==> src/rtl/xbutton_event_queue.sv <==
// xbutton_event_queue: three debounced push-buttons feeding a small press-event FIFO
// behind a register bus (EVENT pop, STATUS, CTRL flush/overflow-clear).
module xbutton_event_queue #(
   parameter int DEBOUNCE_CYCLES = 50000,
   parameter int DEPTH           = 4
) (
   input  logic        clk,
   input  logic        rst,
   input  logic [2:0]  bt,
   input  logic        sel,
   input  logic        we,
   input  logic [1:0]  addr,
   input  logic [31:0] data_in,
   output logic [31:0] data_out
);
   localparam int CW   = (DEBOUNCE_CYCLES > 1) ? $clog2(DEBOUNCE_CYCLES) : 1;
   localparam int AW   = $clog2(DEPTH);
   localparam int CNTW = AW + 1;

   logic [2:0]      s1_q, s2_q, stable_q, stable_d, pend_q, pend_d, push_oh;
   logic [CW-1:0]   cnt_q [3];
   logic [CW-1:0]   cnt_d [3];
   logic [1:0]      mem_q [DEPTH];
   logic [1:0]      mem_d [DEPTH];
   logic [AW-1:0]   wp_q, wp_d, rp_q, rp_d;
   logic [CNTW-1:0] count_q, count_d;
   logic            ovf_q, ovf_d;
   logic            push, pop, flush, clr_ovf, full, wr;
   logic [1:0]      code;
   logic            unused_bits;

   assign unused_bits = &{1'b0, data_in[31:2]};

   always_comb begin
      for (int i = 0; i < 3; i++) begin
         stable_d[i] = stable_q[i];
         cnt_d[i]    = '0;
         if (s2_q[i] != stable_q[i]) begin
            if (cnt_q[i] == CW'(DEBOUNCE_CYCLES - 1))
               stable_d[i] = s2_q[i];
            else
               cnt_d[i] = cnt_q[i] + CW'(1);
         end
      end
   end

   // Lowest-index pending button is pushed; new presses join the pending set.
   always_comb begin
      push    = |pend_q;
      push_oh = pend_q & (~pend_q + 3'd1);
      code    = pend_q[0] ? 2'd0 : pend_q[1] ? 2'd1 : 2'd2;
      pend_d  = (pend_q & ~push_oh) | (stable_d & ~stable_q);
   end

   always_comb begin
      full    = count_q == CNTW'(DEPTH);
      pop     = sel & ~we & (addr == 2'd0) & (count_q != '0);
      flush   = sel & we & (addr == 2'd2) & data_in[0];
      clr_ovf = sel & we & (addr == 2'd2) & data_in[1];
      wr      = push & (~full | pop) & ~flush;
      mem_d   = mem_q;
      if (wr)
         mem_d[wp_q] = code;
      wp_d    = flush ? '0 : wp_q + AW'(wr);
      rp_d    = flush ? '0 : rp_q + AW'(pop);
      count_d = flush ? '0 : count_q + CNTW'(wr) - CNTW'(pop);
      ovf_d   = (ovf_q & ~clr_ovf) | (push & full & ~pop & ~flush);
   end

   always_comb begin
      data_out = '0;
      if (sel & ~we)
         data_out = (addr == 2'd0) ? ((count_q != '0) ? {23'd0, 1'b1, 6'd0, mem_q[rp_q]} : '0) :
                    (addr == 2'd1) ? {21'd0, stable_q, 3'd0, ovf_q, 1'b0, 3'(count_q)} : '0;
   end

   always_ff @(posedge clk or negedge rst) begin
      if (!rst) begin
         s1_q     <= '0;
         s2_q     <= '0;
         stable_q <= '0;
         cnt_q    <= '{default: '0};
         pend_q   <= '0;
         mem_q    <= '{default: '0};
         wp_q     <= '0;
         rp_q     <= '0;
         count_q  <= '0;
         ovf_q    <= 1'b0;
      end else begin
         s1_q     <= bt;
         s2_q     <= s1_q;
         stable_q <= stable_d;
         cnt_q    <= cnt_d;
         pend_q   <= pend_d;
         mem_q    <= mem_d;
         wp_q     <= wp_d;
         rp_q     <= rp_d;
         count_q  <= count_d;
         ovf_q    <= ovf_d;
      end
   end
endmodule

==> config.mk <==
export PLATFORM = sky130hd
export DESIGN_NAME = xbutton_event_queue
export DESIGN_NICKNAME = d
export VERILOG_FILES = /design/src/rtl/xbutton_event_queue.sv
export SDC_FILE = /design/constraint.sdc
export NUM_CORES = 1
export LEC_CHECK = 0
export CAP_MARGIN = 30
export CORE_MARGIN = 4
export CORE_UTILIZATION = 50
export CTS_BUF_LIST = sky130_fd_sc_hd__clkbuf_16
export DETAILED_ROUTE_END_ITERATION = 12
export GPL_TIMING_DRIVEN = 0
export PLACE_DENSITY = 0.86
export SKIP_CTS_REPAIR_TIMING = 1
export SYNTH_ARGS = -nofsm -noshare
export SYNTH_HDL_FRONTEND = slang
export SYNTH_SLANG_ARGS = --single-unit
==> constraint.sdc <==
create_clock -name clk -period 2.5 [get_ports clk]
set_clock_uncertainty 0.1 [all_clocks]
set_input_delay 0.5 -clock clk [delete_from_list [all_inputs] [get_ports clk]]
set_output_delay 0.5 -clock clk [all_outputs]
set_load 0.01 [all_outputs]
# After elaboration in Yosys (flattened, before gate mapping)
# Index checks and enable logic that the tools add are counted.
# totals
register_bits	76
inputBits	41
out_inout_bits	32
word_cells	95
# op_classes
n_addsub	8
n_lt_le_gt_ge	3
eq_ne	9
n_mux	27
n_bitwise	29
reduce_logical	4
# ops
cell	n
$mux 16	6
$add 16x1->16 const B	3
$eq 16x16->1 const B	3
$mux 11	3
$mux 2	7
$and 1x1->1	13
$and 3x3->3	3
$mux 9	1
$not 3->3	3
$bwmux 8	1
$ge 3x3->1 const B	2
$mux 1	6
$not 2->3	2
$not 1->1	5
$add 2x1->2	2
$bmux 2 s2	1
$demux 2 s2	1
$add 3x1->3	1
$add 3x1->3 const B	1
$eq 3x3->1 const B	1
$lt 3x1->1 const B	1
$mux 3	1
$ne 1x1->1	3
$or 3x3->3	1
other kinds (8)	9

# Longest topological paths before layout
# Gate-level depths: netlist of the first run.
# depth
depth_word	10
mapped_depth	11
depth_no_buf	11

# Least setup slack after synthesis of the first run
# OpenSTA, ideal clock, no wires.
# synth_path
kind	in2reg
from	in we
to	reg count_q[2]
setup_time_ns	0.122
arrival_ns	2.402
required_time_ns	2.278
path_slack_ns	-0.123
cell_stages	11
n_path_buf	0
cell_sequence	or3b_4 > o211ai_2 > nand2_1 > ha_1 > inv_1 > ha_1 > inv_1 > fa_1 > xor2_1 > xnor2_1 > nor2_1
# synth_between
elab_chain_len	10
elab_cells_between_ends	14
cone_classes	add/sub: 2; mux: 1; bitwise: 11
# synth_lines
item	line	source
from (decl)	11	input logic we,
$not 1->1	57	pop = sel & ~we & (addr == 2'd0) & (count_q != '0);
$and 1x1->1 (3 in a row)	57	
$or 1x1->1	60	wr = push & (~full | pop) & ~flush;
$and 1x1->1 (2 in a row)	60	
$add 3x1->3	66	count_d = flush ? '0 : count_q + CNTW'(wr) - CNTW'(pop);
$sub 3x1->3	66	
$mux 3 (*)	66	
via count_d[2]	26	logic [CNTW-1:0] count_q, count_d;
to (signal assigned)	98	count_q <= count_d;
to (decl)	26	
# The timed path passes the listed nets; every way through them passes the cells marked *.
# A chain may end at the register's enable or synchronous reset.

# Worst setup path after layout of the first run
# Same ends and word-level chain as after synthesis.

==> metrics.cfg, run 1 <==
[status]
status=complete, no violations

[sta]
hold_violations=0
slew_viol_final=0
setup_tns_ns=0
max_slew_margin=0.607
timing.fmax_ghz=0.405
finalCriticalPeriod_ns=2.47
timing.final.ws_setup_ns=0.0284
setup-violations-final=0
hold_slack_ns=0.250
fin_crit_sh=0.989
worstMarginPinSlew_ns=0.584

[grt]
grt_pass1_wl_mm=12.7
grt-busiest-layer=met2
use_met3=0.0508
grt_max_degree=77
grt_use_met2=0.307
grt_remaining_overflow=0
gr-usage-met1=0.218
grt_antenna_before_repair=0
grtUsageTotal=0.179
grt_pass1_vias=2723

[logic_synthesis]
synth_top_family_by_area=simple AND/OR/NAND/NOR gates
synth_xor_xnor_area_share=0.109
synth_area_per_cell_um2=10.4
yosysSeqAreaShare=0.492
synth_adder_area_share=0.0278
yosys.area_share.simple=0.220
yosys.area.top_type_share=0.492
ys.flop_type=dfrtp_1
synth_most_common_cell=dfrtp_1
muxShareOfSynthArea=0.0437
synth.top_cells.by_area=dfrtp_1, xnor2_1, nor2_1, buf_4, mux2_2
synth.largest_area_cell=dfrtp_1
synth_edf_count=0
syn-instance-count=372
synthTopCellsByCount=dfrtp_1, nor2_1, xnor2_1
synth_compound_area_frac=0.0372
synthArstFlopShare=1.00
ys.warnings.count=0
ys_types=42
synth_area_um2=3870
synth-seq-cells=76

[cells_and_area]
final_area_um2=4650
finish.utilization=0.632
final_layout_size_suffix_gt1_frac=0.197
layout.nets=481
syn_to_final_growth_pct=20.3
nFillCells=570
final_cells=535
num_antenna_cells=0

[critical_path]
critPathArrivalTime_ns=2.58
cp-start-kind=input port
cp.required_ns=2.61
worstSetupPathType=input port to register
rr_worst_depth=10
critical_path.endpoint_type=register
crit_path_max_fanout=4

[clocking]
htree_levels=3
clock_sinks=76
cts_tree=built
cts_buffers=9
cts.clk_slew.worst_paths_ns=0.05
clockBufferDepth=2
cts_root_buf=clkbuf_16
clk-insertion-delay-late_ns=0.32

[floorplanning]
io_pins=73
rows=31
dieWidth_um=96.0
dieArea_um2=9210
start_util=0.525
fp.coreArea_um2=7370
die-height_um=96.0

[placement]
port_buffers=17
dp_hpwl_mm=5.09
globalplace.congestion=0.863
placedCellCount=512
pre_cts_slack_ns=-0.766
post_dp_cell_area_um2=4260

[power_and_ir_drop]
max-vdd-ir-drop_v=0.000350
p_per_area_nw_per_um2=615
swShare=0.252
power_frac_seq=0.485
pwr-share-clk=0.383
power.total_mw=2.86
power_frac_comb=0.132
internal_power_mw=2.14
p_switching_mw=0.722
power_leakage_nw=2.16

[route]
first_iter_violations=140
drc=0
detail_route.vias_per_cell=5.28
wl_per_cell_um=14.5
dr.pass1.iters=4
vias=2825
wl_mm=7.77
antenna_left=0

[job]
maxCapViolations=0

[min_path]
holdCritPathClass=register to register
holdPathStages=0

## registers in the layout, indices dropped and copies added, names as in the netlist, 2 cells and up
register and cells:
cnt_q 48, count_q 3, mem_q 8, pend_q 3
rp_q 2, s1_q 3, s2_q 3, stable_q 3
wp_q 2
## cells by family after synthesis
family                   after synthesis
AO/OA/AOI/OAI                         15
XOR/XNOR                              48
adder cells (fa/ha/maj)                8
buffers and inverters                 43
flip-flops                            76
multiplexers                          13
other                                  1
AND/OR/NAND/NOR                      168
## power by group through the flow
stage	combinational [mW]	sequential (mW)	clock [mW]
after floorplan	0.233	1.38	0
after global placement	0.300	1.39	0
after detailed placement	0.316	1.40	0
after CTS	0.318	1.38	1.12
after global routing	0.419	1.40	1.19
final	0.378	1.39	1.10
## final cells by class
class,count,area [um^2],share of cell area
sequential,76,1900,0.409
multi-input combinational,277,1850,0.398
buffer,30,228,0.0489
timing repair buffer,25,248,0.0532
clock buffer,9,225,0.0484
clock inverter,6,25.0,0.00538
inverter,13,48.8,0.0105
tap,99,124,0.0266
## worst max-delay path, stage by stage
cell and delay (ns):
clkbuf_2 0.10, or3b_4 0.43, o211ai_4 0.23, nand2_2 0.11
ha_4 0.23, inv_2 0.04, ha_2 0.16, inv_2 0.04
fa_2 0.36, xor2_2 0.15, xnor2_1 0.15, nor2_1 0.07
## layout by cell type, fill, tap and decap left out, types with 6 or more instances in the layout
master	netlist	routed
nand4_1	10	10
nor2_1	69	69
dfrtp_1	76	75
nand3_1	14	14
nor3_1	11	8
buf_4	25	32
xnor2_1	35	35
nor4_1	13	13
clkdlybuf4s50_1	0	8
xor2_1	13	12
inv_1	13	13
conb_1	1	25
nand2_1	19	18
mux2_2	11	11
and3_1	6	6
clkbuf_16	0	9
## worst paths after layout
| check | slack [ns] | endpoint | start |
|---|---|---|---|
| setup reg to reg | 0.11 | count_q[2] | count_q[1] |
| max in group asynchronous | 1.31 | cnt_q[23] | rst |
| hold reg to reg | 0.25 | s2_q[0] | s1_q[0] |
| min in group asynchronous | 0.45 | cnt_q[28] | rst |
| hold / removal | 0.25 | s2_q[0] | s1_q[0] |
| setup / recovery | 0.03 | count_q[2] | we |
## per-layer routing
metal / part of all wire / vias to the layer above
li1: - / 1342
met1: 0.41 / 1382
met2: 0.52 / 89
met3: 0.051 / 12
met4: 0.012 / 0
met5: 0 / -
(Power assumes the default switching activity.)
==> run 2, diff against run 1 <==
CTS_CLUSTER_SIZE = 28   (was unset)
PLACE_DENSITY = 0.77   (was 0.86)
clock period = 2.3 ns   (was 2.5 ns; I/O delays follow)
==> run 2 against run 1 <==
  * The flow now finishes with violations (negative setup slack)
  * Worst hold slack worse by 0.0026 ns
  * Routed wire length down 6.2%
  * Die area unchanged
  * Sequential power up 9%
  * Core utilization up 0.93 points
  * Global-route usage down 0.97 points
  * Flip-flop and latch count unchanged
  * Setup slack worse by 0.12 ns
  * Clock-buffer cell count unchanged
  * Largest cell class unchanged
  * Cell count down 0.19%
  * Total power up 19%
  * Clock power up 32%
==> metrics.cfg, run 2 (same netlist as run 1, synthesis figures left out) <==
[critical_path]
reg2reg_setup_slack_ns=-0.01  ; -0.12 ns
reg2reg_from=pend_q[0]
cpMaxStageDelayCell=or3b_4
cp.required_ns=2.41  ; -0.20 ns
worstSetupPathType=input port to register
cpPeakStageDelay_ns=0.45  ; +0.02 ns
crit_path_max_fanout=4  ; unchanged
critPathCapture=count_q[2]
critPathArrivalTime_ns=2.50  ; -0.08 ns
rr_worst_depth=11  ; +1
critPathLaunch=we
critical_path.endpoint_type=register
cp-start-kind=input port
reg2reg_to=count_q[2]
path_cells=clkbuf_2 > or3b_4 > o211ai_4 > nand2_2 > ha_4 > inv_1 > ha_2 > inv_2 > fa_2 > xor2_2 > xnor2_1 > nor2_1

[route]
detail_route.vias_per_cell=5.17  ; -2.0%
wl_mm=7.29  ; -6.2%
drc=0  ; unchanged
vias=2763  ; -2.2%
wl_per_cell_um=13.6  ; -6.1%
dr.pass1.iters=4  ; unchanged
antenna_left=0  ; unchanged
first_iter_violations=94  ; -33%

[clocking]
cts_buffers=9  ; unchanged
clockBufferDepth=2  ; unchanged
htree_levels=3  ; unchanged
clock_sinks=76  ; unchanged
clk-insertion-delay-late_ns=0.33  ; about the same
cts.clk_slew.worst_paths_ns=0.06  ; about the same
cts_root_buf=clkbuf_16
cts_tree=built

[placement]
post_dp_cell_area_um2=4290  ; +0.65%
placedCellCount=513  ; +0.20%
dp_hpwl_mm=4.99  ; -2.0%
port_buffers=17  ; unchanged
globalplace.congestion=0.829  ; -3.9%

[power_and_ir_drop]
internal_power_mw=2.58  ; +21%
swShare=0.244  ; -0.00825
power_leakage_nw=2.17  ; +0.28%
pwr-share-clk=0.425  ; +0.042
power_frac_comb=0.130  ; -0.002
max-vdd-ir-drop_v=0.000559  ; +60%
p_per_area_nw_per_um2=722  ; +17%
p_switching_mw=0.833  ; +15%
power_frac_seq=0.445  ; -0.040

[sta]
timing.final.ws_setup_ns=-0.0907  ; -0.119 ns
fin_crit_sh=1.04
slew_viol_final=0  ; unchanged
setup_tns_ns=-0.0907  ; -0.0907 ns
rsz0062_at_grt=yes
timing.fmax_ghz=0.418
finalCriticalPeriod_ns=2.39
hold_violations=0  ; unchanged
setup-violations-final=1  ; +1

[cells_and_area]
layout.nets=481  ; unchanged
final_cells=534  ; -0.19%
final_common_cell=dfrtp_1
top_register=cnt_q
largest_reg_flops=48  ; unchanged
final_layout_size_suffix_gt1_frac=0.211  ; +0.0142
finish.utilization=0.641  ; +0.00934
final_cell_mix=dfrtp_1, nor2_1, xnor2_1, buf_4, conb_1
nFillCells=568  ; -0.35%
num_antenna_cells=0  ; unchanged
final_area_um2=4720  ; +1.5%
reg_top3=cnt_q (48), mem_q (8)
syn_to_final_growth_pct=22.1

[min_path]
holdPathStages=0  ; unchanged
holdCritPathClass=register to register

[grt]
grt_pass1_wl_mm=12.1  ; -4.9%
grt_max_degree=72  ; -6.5%
grt_antenna_before_repair=0  ; unchanged
grtUsageTotal=0.169  ; -0.00967
grt_remaining_overflow=0  ; unchanged
grt_pass1_vias=2614  ; -4.0%

[floorplanning]
rows=31  ; unchanged
dieWidth_um=96.0  ; unchanged
dieArea_um2=9210  ; unchanged
fp.coreArea_um2=7370  ; unchanged
io_pins=73  ; unchanged
start_util=0.525  ; unchanged
die-height_um=96.0  ; unchanged

[job]
maxCapViolations=0  ; unchanged

[status]
status=finished, violations left
violations=negative setup slack

## run 2: changes by cell type in the layout (fill, tap and decap cells not counted), moves of 2 or more
cell	delta
dfrtp_2	+3
clkinv_1	-2
nor3_4	+2
nor3_2	-2
bufinv_16	+2
dfrtp_1	-3
## run 2: per-layer routing
layer / GRT usage / vias to the layer above / wire length (um)
li1: - / 1344 / -
met2: 0.280 / 71 / 3610
met1: 0.218 / 1335 / 3210
met5: 0 / - / 0
met4: 0.0640 / 0 / 136
met3: 0.0352 / 13 / 324
## run 2: power groups by stage
stage | sequential [mW] | combinational (mW) | clock, mW
3_3_place_gp | 1.52 | 0.325 | 0
4_1_cts | 1.50 | 0.348 | 1.48
5_1_grt | 1.53 | 0.492 | 1.55
3_5_place_dp | 1.53 | 0.346 | 0
6_report | 1.52 | 0.443 | 1.45
2_1_floorplan | 1.50 | 0.254 | 0
## run 2: final cells by class
type,instances,area [um^2],share of cell area
Clock buffer,9,225,0.0477
Clock inverter,5,78.8,0.0167
Tap cell,99,124,0.0262
Sequential cell,76,1910,0.404
Multi-Input combinational cell,277,1870,0.396
Buffer,30,228,0.0482
Timing Repair Buffer,25,240,0.0509
Inverter,13,48.8,0.0103
## run 2: through the flow
step                hold WS [ns]  power, mW  setup slack (ns)
finish                     0.247       3.41           -0.0907
global route               0.250       3.57            -0.140
CTS                       -0.165       3.33            -0.667
detailed placement         0.182       1.87            -0.902
global placement           0.235       1.85             -1.89
floorplan                 0.0644       1.75            -0.269
## run 2: worst min path at each step
stage	startpoint	end	slack, ns
after detailed placement	rst	cnt_q[25]	0.18
after CTS	rst	cnt_q[25]	-0.17
after global placement	s1_q[0]	s2_q[0]	0.24
final	s1_q[0]	s2_q[0]	0.25
after floorplan	rst	cnt_q[0]	0.06
after global routing	s1_q[1]	s2_q[1]	0.25
## run 2: critical path: cells and delay by family
| kind | cells | cell delay [ns] |
|---|---|---|
| fa+ha+maj | 3 | 0.74 |
| buf+inv | 3 | 0.21 |
| simple gates | 3 | 0.61 |
| compound gates | 1 | 0.19 |
| xor+xnor | 2 | 0.29 |
==> run 3, diff against run 2 <==
CORE_UTILIZATION = 26   (was 50)
PLACE_DENSITY = unset   (was 0.77)
==> run 3 against run 2 <==
  * The flow finishes with violations (negative hold slack, negative setup slack)
  * Clock-buffer cell count stayed put
  * Via count is 1.3% lower
  * Worst hold slack worse by 0.27 ns
  * Routed wire length is 4.0% higher
  * Combinational power is 6.5% higher
  * Total power is 1.4% higher
  * Flip-flop and latch count stayed put
  * Die area is 83% higher
  * Critical endpoint unchanged
  * Highest routed layer unchanged
==> metrics.cfg, run 3 (same netlist as run 1, synthesis figures left out) <==
[floorplanning]
io_pins=73  ; unchanged
start_util=0.266  ; -0.259
rows=44  ; +42%
die-height_um=130  ; +35%
dieArea_um2=16900  ; +83%
fp.coreArea_um2=14500  ; +97%
dieWidth_um=130  ; +35%

[cells_and_area]
reg_top3=cnt_q (48), mem_q (8)
layout.nets=483  ; +0.42%
final_area_um2=4870  ; +3.1%
final_common_cell=dfrtp_1
finish.utilization=0.335  ; -0.306
multi_input_area_um2=1880  ; +0.67%
nFillCells=1460  ; +160%
largest_reg_flops=48  ; unchanged
seq_area_um2=1910  ; unchanged
final_cell_mix=dfrtp_1, nor2_1, xnor2_1, buf_4, conb_1
num_antenna_cells=0  ; unchanged
top_register=cnt_q
syn_to_final_growth_pct=25.9
final_layout_size_suffix_gt1_frac=0.228  ; +0.0163

[status]
violations=negative hold slack, negative setup slack
status=finished, violations left

[placement]
post_dp_cell_area_um2=4400  ; +2.5%
port_buffers=17  ; unchanged
pre_cts_slack_ns=-1.00  ; -0.100 ns
globalplace.congestion=0.805  ; -2.9%
dp_hpwl_mm=5.33  ; +6.7%

[clocking]
clk-insertion-delay-late_ns=0.33  ; about the same
cts_tree=built
clock_sinks=76  ; unchanged
cts.clk_slew.worst_paths_ns=0.07  ; about the same
htree_levels=3  ; unchanged
cts_root_buf=clkbuf_16
clockBufferDepth=2  ; unchanged
cts_buffers=9  ; unchanged

[critical_path]
crit_path_max_fanout=4  ; unchanged
reg2reg_to=count_q[2]
rr_worst_depth=11  ; unchanged
reg2reg_setup_slack_ns=0.02  ; +0.03 ns
cp-start-kind=input port
path_cells=buf_6 > or3b_4 > o211ai_4 > nand2_2 > ha_4 > inv_2 > ha_4 > inv_2 > fa_2 > xor2_2 > xnor2_1 > nor2_1
cpMaxStageDelayCell=or3b_4
critPathArrivalTime_ns=2.53  ; +0.03 ns
critical_path.endpoint_type=register
worstSetupPathType=input port to register
cpPeakStageDelay_ns=0.44  ; about the same
cp.required_ns=2.42  ; about the same
reg2reg_from=pend_q[0]

[route]
detail_route.vias_per_cell=4.38  ; -15%
first_iter_violations=111  ; +18%
dr.pass1.iters=4  ; unchanged
wl_mm=7.58  ; +4.0%
antenna_left=0  ; unchanged
vias=2727  ; -1.3%
wl_per_cell_um=12.2  ; -11%
drc=0  ; unchanged

[sta]
slew_viol_final=0  ; unchanged
timing.final.ws_setup_ns=-0.107  ; -0.0163 ns
setup-violations-final=1  ; unchanged
rsz0062_at_grt=yes
fin_crit_sh=1.05  ; +0.00709
max_slew_margin=0.669
hold_violations=31  ; +31
worstMarginPinSlew_ns=0.496
finalCriticalPeriod_ns=2.41  ; +0.0163 ns
hold_slack_ns=-0.0195  ; -0.267 ns
timing.fmax_ghz=0.415  ; -0.68%

[grt]
grt_max_degree=46  ; -36%
grt_antenna_before_repair=0  ; unchanged
grt_use_met2=0.156  ; -0.123
use_met3=0.0250  ; -0.0102
grtUsageTotal=0.0944  ; -0.0745
grt_pass1_vias=2652  ; +1.5%
gr-usage-met1=0.119  ; -0.0995
grt-busiest-layer=met2
grt_remaining_overflow=0  ; unchanged
grt_pass1_wl_mm=12.8  ; +6.3%

[power_and_ir_drop]
power.total_mw=3.46  ; +1.4%
p_switching_mw=0.859  ; +3.1%
power_leakage_nw=2.17  ; about the same
power_frac_comb=0.136  ; +0.006
pwr-share-clk=0.428  ; +0.003
swShare=0.248  ; +0.00403
p_per_area_nw_per_um2=710  ; -1.6%
power_frac_seq=0.436  ; -0.009
internal_power_mw=2.60  ; +0.90%
max-vdd-ir-drop_v=0.000341  ; -39%

[min_path]
holdCritPathClass=input port to asynchronous set/reset pin

[job]
maxCapViolations=0  ; unchanged

run 3: how the worst max path moves through the flow:
stage	cells past startpoint	from	slack [ns]	endpoint
4_1_cts	5	addr[0]	-0.69	data_out[9]
2_1_floorplan	11	addr[1]	-0.27	count_q[2]
3_3_place_gp	1	rst	-1.99	count_q[2]
3_5_place_dp	12	addr[1]	-1.00	count_q[2]
6_report	12	we	-0.11	count_q[2]
5_1_grt	12	we	-0.18	count_q[2]
run 3: per-layer routing:
metal  share of wire  wire length [um]  up-vias
met5               0                 0        -
met4           0.012                93        0
met3           0.049               369        6
met2            0.48              3610       57
met1            0.46              3510     1311
li1                -                 -     1353
run 3: power by group through the flow:
stage               clock [mW]  sequential, mW  combinational [mW]
floorplan                    0            1.50               0.254
global placement             0            1.52               0.333
detailed placement           0            1.52               0.347
CTS                       1.52            1.50               0.350
global route              1.59            1.52               0.531
finish                    1.48            1.51               0.472
run 3: area by class of cell:
type,instances,area share
Sequential cell,76,0.391
Multi-Input combinational cell,277,0.387
Timing Repair Buffer,27,0.0529
Tap cell,184,0.0473
Buffer,30,0.0468
Clock buffer,9,0.0462
Clock inverter,7,0.0185
Inverter,13,0.0100
run 3: metrics by stage:
| step | std cells | setup TNS (ns) |
|---|---|---|
| finish | 623 | -0.107 |
| global route | 623 | -0.180 |
| CTS | 614 | -4.92 |
| detailed placement | 598 | -7.71 |
| global placement | 597 | -158.15 |
| floorplan | 396 | -0.411 |
run 3: worst max-delay path: cells and delay by family:
family          cells  cell delay (ns)
simple gates        3             0.61
compound gates      1             0.22
buf+inv             3             0.19
fa+ha+maj           3             0.74
xor+xnor            2             0.30
